===== src/rtl/bch_ecc_ctrl_if.sv =====
// Host-side request/response handshake of the BCH read-path controller.
// The master is the requester and the slave is the controller.
`ifndef ECC_WORD_SIZE
`define ECC_WORD_SIZE 32
`endif
`ifndef ECC_RED_N_BITS
`define ECC_RED_N_BITS 12
`endif

interface bch_ecc_ctrl_if #(
  parameter int ADDR_W = 10
);
  logic                      req_valid;
  logic                      req_ready;
  logic [ADDR_W-1:0]         req_addr;
  logic                      rsp_valid;
  logic                      rsp_ready;
  logic [`ECC_WORD_SIZE-1:0] rsp_data;
  logic                      rsp_err;

  modport master (
    output req_valid, req_addr, rsp_ready,
    input  req_ready, rsp_valid, rsp_data, rsp_err
  );

  modport slave (
    input  req_valid, req_addr, rsp_ready,
    output req_ready, rsp_valid, rsp_data, rsp_err
  );
endinterface


===== src/rtl/bch_ecc_ctrl.sv =====
// Read-path ECC controller: fetch word and check bits, run them through the shared BCH decoder,
// return the corrected word; with ECC_SCRUB_EN defined, errored words are re-encoded and written back.
`ifndef ECC_WORD_SIZE
`define ECC_WORD_SIZE 32
`endif
`ifndef ECC_RED_N_BITS
`define ECC_RED_N_BITS 12
`endif

module bch_ecc_ctrl #(
  parameter int ADDR_W  = 10,
  parameter int DEC_LAT = 2,
  parameter int CNT_W   = 16
) (
  input  logic                       clk,
  input  logic                       rst_n,
  bch_ecc_ctrl_if.slave              host,
  output logic                       mem_rd_en,
  output logic [ADDR_W-1:0]          mem_addr,
  input  logic                       mem_rd_valid,
  input  logic [`ECC_WORD_SIZE-1:0]  mem_rd_data,
  input  logic [`ECC_RED_N_BITS-1:0] mem_rd_ecc,
  output logic [`ECC_WORD_SIZE-1:0]  dec_read_bits,
  output logic [`ECC_RED_N_BITS-1:0] dec_read_ecc_bits,
  input  logic [`ECC_WORD_SIZE-1:0]  dec_ecc_msk,
  input  logic                       dec_ecc_err_det,
  output logic [`ECC_WORD_SIZE-1:0]  dec_write_bits,
  input  logic [`ECC_RED_N_BITS-1:0] dec_write_ecc_bits,
  output logic                       mem_wr_en,
  output logic [`ECC_WORD_SIZE-1:0]  mem_wr_data,
  output logic [`ECC_RED_N_BITS-1:0] mem_wr_ecc,
  input  logic                       mem_wr_ready,
  output logic [CNT_W-1:0]           err_cnt,
  input  logic                       err_cnt_clr
);

`ifdef ECC_SCRUB_EN
  typedef enum logic [2:0] {S_IDLE, S_RD, S_WAIT, S_DEC, S_RSP, S_WB} state_t;
`else
  typedef enum logic [2:0] {S_IDLE, S_RD, S_WAIT, S_DEC, S_RSP} state_t;
`endif

  state_t                      state_q, state_d;
  logic [ADDR_W-1:0]           addr_q;
  logic [`ECC_WORD_SIZE-1:0]   rd_data_q;
  logic [`ECC_RED_N_BITS-1:0]  rd_ecc_q;
  logic [`ECC_WORD_SIZE-1:0]   rsp_data_q;
  logic                        rsp_err_q;
  logic [3:0]                  lat_q;
  logic [CNT_W-1:0]            err_cnt_q;
  logic                        dec_done;
  logic                        rsp_hs;

  // The decoder output is sampled in the last of DEC_LAT cycles with stable inputs.
  assign dec_done = (state_q == S_DEC) && (lat_q == 4'd1);
  assign rsp_hs   = (state_q == S_RSP) && host.rsp_ready;

  always_ff @(posedge clk or negedge rst_n) begin
    if (!rst_n) begin
      state_q <= S_IDLE;
    end else begin
      state_q <= state_d;
    end
  end

  always_comb begin
    state_d = state_q;
    case (state_q)
      S_IDLE: if (host.req_valid) state_d = S_RD;
      S_RD:   state_d = S_WAIT;
      S_WAIT: if (mem_rd_valid) state_d = S_DEC;
      S_DEC:  if (lat_q == 4'd1) state_d = S_RSP;
      S_RSP: begin
        if (host.rsp_ready) begin
`ifdef ECC_SCRUB_EN
          state_d = rsp_err_q ? S_WB : S_IDLE;
`else
          state_d = S_IDLE;
`endif
        end
      end
`ifdef ECC_SCRUB_EN
      S_WB:   if (mem_wr_ready) state_d = S_IDLE;
`endif
      default: state_d = S_IDLE;
    endcase
  end

  always_comb begin
    host.req_ready = rst_n && (state_q == S_IDLE);
    host.rsp_valid = (state_q == S_RSP);
    mem_rd_en      = (state_q == S_RD);
    mem_addr       = '0;
    mem_wr_en      = 1'b0;
    mem_wr_data    = '0;
    mem_wr_ecc     = '0;
    case (state_q)
      S_RD: mem_addr = addr_q;
`ifdef ECC_SCRUB_EN
      S_WB: begin
        mem_addr    = addr_q;
        mem_wr_en   = 1'b1;
        mem_wr_data = rsp_data_q;
        mem_wr_ecc  = dec_write_ecc_bits;
      end
`endif
      default: ;
    endcase
  end

`ifndef ECC_SCRUB_EN
  logic unused_wb;
  assign unused_wb = ^{dec_write_ecc_bits, mem_wr_ready};
`endif

  always_ff @(posedge clk or negedge rst_n) begin
    if (!rst_n) begin
      addr_q     <= '0;
      rd_data_q  <= '0;
      rd_ecc_q   <= '0;
      rsp_data_q <= '0;
      rsp_err_q  <= 1'b0;
      lat_q      <= '0;
      err_cnt_q  <= '0;
    end else begin
      if ((state_q == S_IDLE) && host.req_valid) addr_q <= host.req_addr;
      if ((state_q == S_WAIT) && mem_rd_valid) begin
        rd_data_q <= mem_rd_data;
        rd_ecc_q  <= mem_rd_ecc;
        lat_q     <= 4'(DEC_LAT);
      end else if (state_q == S_DEC) begin
        lat_q <= lat_q - 4'd1;
      end
      if (dec_done) begin
        rsp_data_q <= rd_data_q ^ dec_ecc_msk;
        rsp_err_q  <= dec_ecc_err_det;
      end
      // Clear has priority over a coincident errored handshake.
      if (err_cnt_clr) begin
        err_cnt_q <= '0;
      end else if (rsp_hs && rsp_err_q && !(&err_cnt_q)) begin
        err_cnt_q <= err_cnt_q + 1'b1;
      end
    end
  end

  assign host.rsp_data     = rsp_data_q;
  assign host.rsp_err      = rsp_err_q;
  assign dec_read_bits     = rd_data_q;
  assign dec_read_ecc_bits = rd_ecc_q;
  assign dec_write_bits    = rsp_data_q;
  assign err_cnt           = err_cnt_q;

endmodule

===== src/flat_wrapper.sv =====
// flat-port wrapper written by rule: the top's interface ports become plain ports
module bch_ecc_ctrl_flat 
#(
  parameter int ADDR_W  = 10,
  parameter int DEC_LAT = 2,
  parameter int CNT_W   = 16
)
  (clk, rst_n, mem_rd_en, mem_addr, mem_rd_valid, mem_rd_data, mem_rd_ecc, dec_read_bits, dec_read_ecc_bits, dec_ecc_msk, dec_ecc_err_det, dec_write_bits, dec_write_ecc_bits, mem_wr_en, mem_wr_data, mem_wr_ecc, mem_wr_ready, err_cnt, err_cnt_clr, host_req_valid, host_req_addr, host_rsp_ready, host_req_ready, host_rsp_valid, host_rsp_data, host_rsp_err);
  bch_ecc_ctrl_if #(.ADDR_W(ADDR_W)) host_i ();
  input  logic clk;
  input  logic rst_n;
  output logic mem_rd_en;
  output logic [ADDR_W-1:0] mem_addr;
  input  logic mem_rd_valid;
  input  logic [`ECC_WORD_SIZE-1:0] mem_rd_data;
  input  logic [`ECC_RED_N_BITS-1:0] mem_rd_ecc;
  output logic [`ECC_WORD_SIZE-1:0] dec_read_bits;
  output logic [`ECC_RED_N_BITS-1:0] dec_read_ecc_bits;
  input  logic [`ECC_WORD_SIZE-1:0] dec_ecc_msk;
  input  logic dec_ecc_err_det;
  output logic [`ECC_WORD_SIZE-1:0] dec_write_bits;
  input  logic [`ECC_RED_N_BITS-1:0] dec_write_ecc_bits;
  output logic mem_wr_en;
  output logic [`ECC_WORD_SIZE-1:0] mem_wr_data;
  output logic [`ECC_RED_N_BITS-1:0] mem_wr_ecc;
  input  logic mem_wr_ready;
  output logic [CNT_W-1:0] err_cnt;
  input  logic err_cnt_clr;
  input wire logic [$bits(host_i.req_valid)-1:0] host_req_valid;
  input wire logic [$bits(host_i.req_addr)-1:0] host_req_addr;
  input wire logic [$bits(host_i.rsp_ready)-1:0] host_rsp_ready;
  output wire logic [$bits(host_i.req_ready)-1:0] host_req_ready;
  output wire logic [$bits(host_i.rsp_valid)-1:0] host_rsp_valid;
  output wire logic [$bits(host_i.rsp_data)-1:0] host_rsp_data;
  output wire logic [$bits(host_i.rsp_err)-1:0] host_rsp_err;
  assign host_i.req_valid = host_req_valid;
  assign host_i.req_addr = host_req_addr;
  assign host_i.rsp_ready = host_rsp_ready;
  assign host_req_ready = host_i.req_ready;
  assign host_rsp_valid = host_i.rsp_valid;
  assign host_rsp_data = host_i.rsp_data;
  assign host_rsp_err = host_i.rsp_err;
  bch_ecc_ctrl #(.ADDR_W(ADDR_W), .DEC_LAT(DEC_LAT), .CNT_W(CNT_W)) u_core (.clk(clk), .rst_n(rst_n), .host(host_i), .mem_rd_en(mem_rd_en), .mem_addr(mem_addr), .mem_rd_valid(mem_rd_valid), .mem_rd_data(mem_rd_data), .mem_rd_ecc(mem_rd_ecc), .dec_read_bits(dec_read_bits), .dec_read_ecc_bits(dec_read_ecc_bits), .dec_ecc_msk(dec_ecc_msk), .dec_ecc_err_det(dec_ecc_err_det), .dec_write_bits(dec_write_bits), .dec_write_ecc_bits(dec_write_ecc_bits), .mem_wr_en(mem_wr_en), .mem_wr_data(mem_wr_data), .mem_wr_ecc(mem_wr_ecc), .mem_wr_ready(mem_wr_ready), .err_cnt(err_cnt), .err_cnt_clr(err_cnt_clr));
endmodule

===== config.mk =====
export PLATFORM = sky130hd
export DESIGN_NAME = bch_ecc_ctrl_flat
export DESIGN_NICKNAME = d
export VERILOG_FILES = /design/src/rtl/bch_ecc_ctrl_if.sv /design/src/rtl/bch_ecc_ctrl.sv /design/src/flat_wrapper.sv
export SDC_FILE = /design/constraint.sdc
export NUM_CORES = 1
export LEC_CHECK = 0
export CAP_MARGIN = 20
export CELL_PAD_IN_SITES_DETAIL_PLACEMENT = 1
export CELL_PAD_IN_SITES_GLOBAL_PLACEMENT = 1
export CORE_ASPECT_RATIO = 0.5
export CORE_MARGIN = 3
export CORE_UTILIZATION = 31
export DETAILED_ROUTE_END_ITERATION = 8
export PLACE_DENSITY_LB_ADDON = 0.1
export SKIP_CTS_REPAIR_TIMING = 1
export SYNTH_ARGS = -nofsm -noshare
export SYNTH_HDL_FRONTEND = slang
export SYNTH_SLANG_ARGS = --single-unit

===== constraint.sdc =====
create_clock -name clk -period 4.41 [get_ports clk]
set_input_delay 0.882 -clock clk [delete_from_list [all_inputs] [get_ports clk]]
set_output_delay 0.882 -clock clk [all_outputs]
set_load 0.01 [all_outputs]

# After elaboration in Yosys (flattened, before gate mapping)
# Index checks and enable logic that the tools add are counted.
# totals
input_bits	106
regBits	110
out_inout_bits	183
# classes
n_eq_ne	9
bitwise	1
addsub	2
n_reduce_logical	13
mux	10
# op_table
cell	count
16-bit two-way mux	2
32-bit XOR	1
16-bit by 1-bit adder with 16-bit output (second input constant)	1
16-bit AND reduction	1
3-bit case mux with 5 select lines	1
3-bit two-way mux	4
10-bit two-way mux	1
4-bit two-way mux	2
2-bit != test (second input constant)	4
1-bit logical AND	7
3-bit by 2-bit equality test with 1-bit output (second input constant)	2
4-bit by 1-bit equality test with 1-bit output (second input constant)	1
4-bit AND reduction	1
2-bit nonzero test	2
4-bit by 1-bit subtractor with 4-bit output (second input constant)	1
3-bit by 1-bit equality test with 1-bit output (second input constant)	1
3-bit equality test (second input constant)	1
3-bit zero test	1
1-bit zero test	1

# Longest topological paths before layout
# logic_depth
word_depth	6
ltp_mapped	8
depth_no_buf	6

# Worst setup path after synthesis
# No wires, ideal clock.
# synth_timing
path_type	input-to-reg
startpoint	input mem_rd_valid
endpoint	register u_core.rd_ecc_q[10] (netlist: u_core.dec_read_ecc_bits[10])
t_required_ps	4285
n_path_buf	2
setup_ps	125
path_slack_ps	2138
t_arrival_ps	2147
stages	4
path_cell_list	and4bb_2 clkbuf_1 clkbuf_1 mux2_2
# synth_between
elab_chain_len	1
# synth_lines
item	line_no	text
start, declared	flat_wrapper.sv:14	input logic mem_rd_valid;
1-bit logical AND	bch_ecc_ctrl.sv:127	if ((state_q == S_WAIT) && mem_rd_valid) begin
end signal, assigned	bch_ecc_ctrl.sv:129	rd_ecc_q <= mem_rd_ecc;
end, declared	bch_ecc_ctrl.sv:46	logic [`ECC_RED_N_BITS-1:0] rd_ecc_q;
# No other way between the ends.
# A chain may end at the register's enable or synchronous reset.

# Final worst setup path
# layout_timing
startpoint	input rst_n
endpoint	output host_req_ready
# layout_between
elab_chain_len	1
# layout_lines
item	line_no	text
start, declared	flat_wrapper.sv:11	input logic rst_n;
1-bit logical AND	bch_ecc_ctrl.sv:90	host.req_ready = rst_n && (state_q == S_IDLE);
end, declared	flat_wrapper.sv:32	output wire logic [$bits(host_i.req_ready)-1:0] host_req_ready;
# No other way between the ends.

==> results.cfg <==
[cells_and_area]
drive_gt1_share_pct = 12.7
multi_input_area_um2 = 2090
antenna_cells = 0
nFillCells = 1806
area_growth_pct = 45.5
regArea_um2 = 2750
final_nets = 780
finalNonFillerCells = 902

[pwr]
peakVddDrop_v = 0.000301
powerDensity_nw_per_um2 = 639
p_seq_share_pct = 36.3
switchingPower_mw = 1.63
p_comb_share_pct = 45.7
swShare_pct = 32.7
p_leak_nw = 3.17
p_int_mw = 3.36
clkPwrFrac_pct = 18.0

[clock_tree]
clk_latency_ps = 350
clock_path_buffers = 2
path_clk_slew_ps = 70
h-tree-depth = 3
cts_tree = done
root_buffer = clkbuf_16
cts_buffers = 9
cts_sinks = 110

[logic_synthesis]
synthAdderAreaFrac_pct = 0.700
synth.top_cells.by_count = dfrtp_1, buf_4, mux2_2
post-synth-top-count-cell = dfrtp_1
synth_ff_type = dfrtp_1
syn_inst = 479
synth_xor_area_share_pct = 5.71
yosys.area_share.simple_pct = 10.7
synth.area.mux_share_pct = 11.8
synth_seq_cells = 110
synth.distinct_cells = 40
synthesis.area_um2 = 5370
synth.top_cells.by_area = dfrtp_1, mux2_2, buf_4
synth_top_area_share_pct = 51.3
synth.avg_cell_area_um2 = 11.2
yosysWarnings = 0
synth-compound-area-share_pct = 6.88
synth_largest_area_cell = dfrtp_1
synth_top_family_by_area = buffers and inverters
seq_area_frac_synth_pct = 51.3
synth-edff-count = 0
synth_async_sr_flop_share_pct = 100

[route]
routed_wl_mm = 14.8
detail-route-antenna-nets = 0
wl_per_cell_um = 16.5
dr.pass1.iters = 4
num_vias = 4003
via_per_inst = 4.44
drc = 0
drt_iter0_drc = 127

[worst_setup_path]
rr_startpoint = u_core.state_q[1]
rr_worst_depth = 5
worst-path-max-fanout = 39
cp_cell_sequence = buf_4, and2_1, clkdlybuf4s50_1
cpPeakStageDelay_ps = 530
crit_required_ps = 3530
startpoint_type = input pin
endpoint_kind = output port
reg2reg_slack_ps = 2020
critPathTopFamily = buffers and inverters
cp_slowest_cell = clkdlybuf4s50_1
critPathKind = input pin to output port
worst-path-buf-inv = 2
crit_arrival_ps = 2070
startpoint = rst_n
reg2reg_to = u_core.err_cnt[5]

[grt]
overflow = 0
antenna_found_initial = 0
grt_pass1_wl_mm = 22.9
grt_pass1_vias = 4134
grt_max_degree = 74
grt_use_total_pct = 15.6

[die]
die_y_um = 99.0
core_um2 = 16600
rows = 33
io_pins = 289
dieArea_um2 = 19000
start_util_pct = 32.2
die_x_um = 192

[timing]
rsz0062_at_grt = false
totalNegativeSetupSlack_ps = 0
fin_crit_ps = 2950
setup_viol = 0
worst_pin_slew_ps = 943
finalHoldViolCount = 0
drv_slew = 0
fin_crit_sh_pct = 66.9
worst_slack_ps = 1460
fin_skew_ps = 7.10
slew_headroom_pct = 37.1
clock.fmax_mhz = 339

[run_status]
status = complete, no violations

[placed_design]
hpwlAfterDp_mm = 11.0
gp_congestion = 0.734
dp_slack_ps = 1350
io_buffers = 230
place_inst = 887

[job]
maxCapViolCount = 0

[min_path]
worstHoldPathType = input pin to asynchronous set/reset pin
metrics by stage:
stage	utilization [%]	instance area [um^2]	total power, mW	hold slack (ps)
after floorplan	-	5530	2.99	472
after global placement	45.0	7490	4.10	482
after detailed placement	45.0	7490	4.15	492
after CTS	46.9	7810	5.09	510
after global routing	46.9	7810	5.34	526
final	46.9	7810	4.99	505
final cells by class:
type / count / share of cell area (%)
Clock buffer: 9 / 2.88
Clock inverter: 6 / 1.20
Inverter: 5 / 0.240
Multi-Input combinational cell: 309 / 26.8
Sequential cell: 110 / 35.3
Tap cell: 227 / 3.64
Timing Repair Buffer: 236 / 30.0
routing by layer:
metal  wire (um)  global-route usage, %
met1        5980                   18.4
met2        7400                   26.7
met3        1370                   6.93
met4          87                   2.68
met5           0                      0
registers in the layout, summed over array words and instances (netlist names):
name	count
u_core.lat_q	4
u_core.err_cnt	16
u_core.host.rsp_err	1
u_core.state_q	3
u_core.dec_write_bits	32
u_core.dec_read_bits	32
u_core.dec_read_ecc_bits	12
u_core.addr_q	10
cells by family (layout without fill, tap and decap cells):
kind of cell / count (synthesis) / in the layout
flops: 110 / 110
simple gates: 104 / 104
buf+inv: 104 / 256
compound gates: 66 / 66
mux: 56 / 56
xor+xnor: 35 / 35
fa+ha+maj: 3 / 3
other cells: 1 / 45
power groups by stage:
stage / sequential (mW) / combinational, mW / clock (mW)
CTS: 1.83 / 2.33 / 0.932
floorplan: 1.92 / 1.07 / 0
global route: 1.89 / 2.47 / 0.976
finish: 1.81 / 2.28 / 0.896
detailed placement: 1.84 / 2.32 / 0
global placement: 1.82 / 2.29 / 0
cells in the final DEF (no fill, tap or decap), types with 2 or more instances in the layout:
master           synthesis  final
nor4_1                   3      3
nor3_1                   2      2
a21oi_1                 15     15
xnor2_1                 34     34
nor2b_1                  2      2
inv_6                    0      2
nor3b_1                  2      2
clkdlybuf4s50_1          0    229
nand3_1                  5      5
dfrtp_1                110    110
ha_1                     3      3
o31ai_1                 11     11
or2_2                    4      4
conb_1                   1     45
mux2_2                  56     56
and2_1                  12     12
bufinv_16                0      2
nand4_1                  5      5
buf_4                   77      7
o21ai_0                 36     36
inv_1                    5      5
or4_1                   13     13
nor2_1                   6      6
nand2_1                 39     38
clkbuf_16                0      9
or3_1                    3      3
worst max path at each step:
stage / end / slack [ps] / cells after the start
after floorplan: u_core.dec_read_ecc_bits[10] / 2140 / 4
after global placement: u_core.dec_read_bits[17] / 1360 / 4
after detailed placement: u_core.dec_read_bits[17] / 1350 / 4
after CTS: host_req_ready / 1420 / 3
after global routing: host_req_ready / 1340 / 3
final: host_req_ready / 1460 / 3
worst reg2reg max path, stage by stage, from the launching register on:
cell and delay (ps):
dfrtp_1 470, or3b_1 450, inv_1 130, nand3_1 460
nor4_1 390, mux2_2 380
No activity file was read; power rests on OpenSTA's default activity.
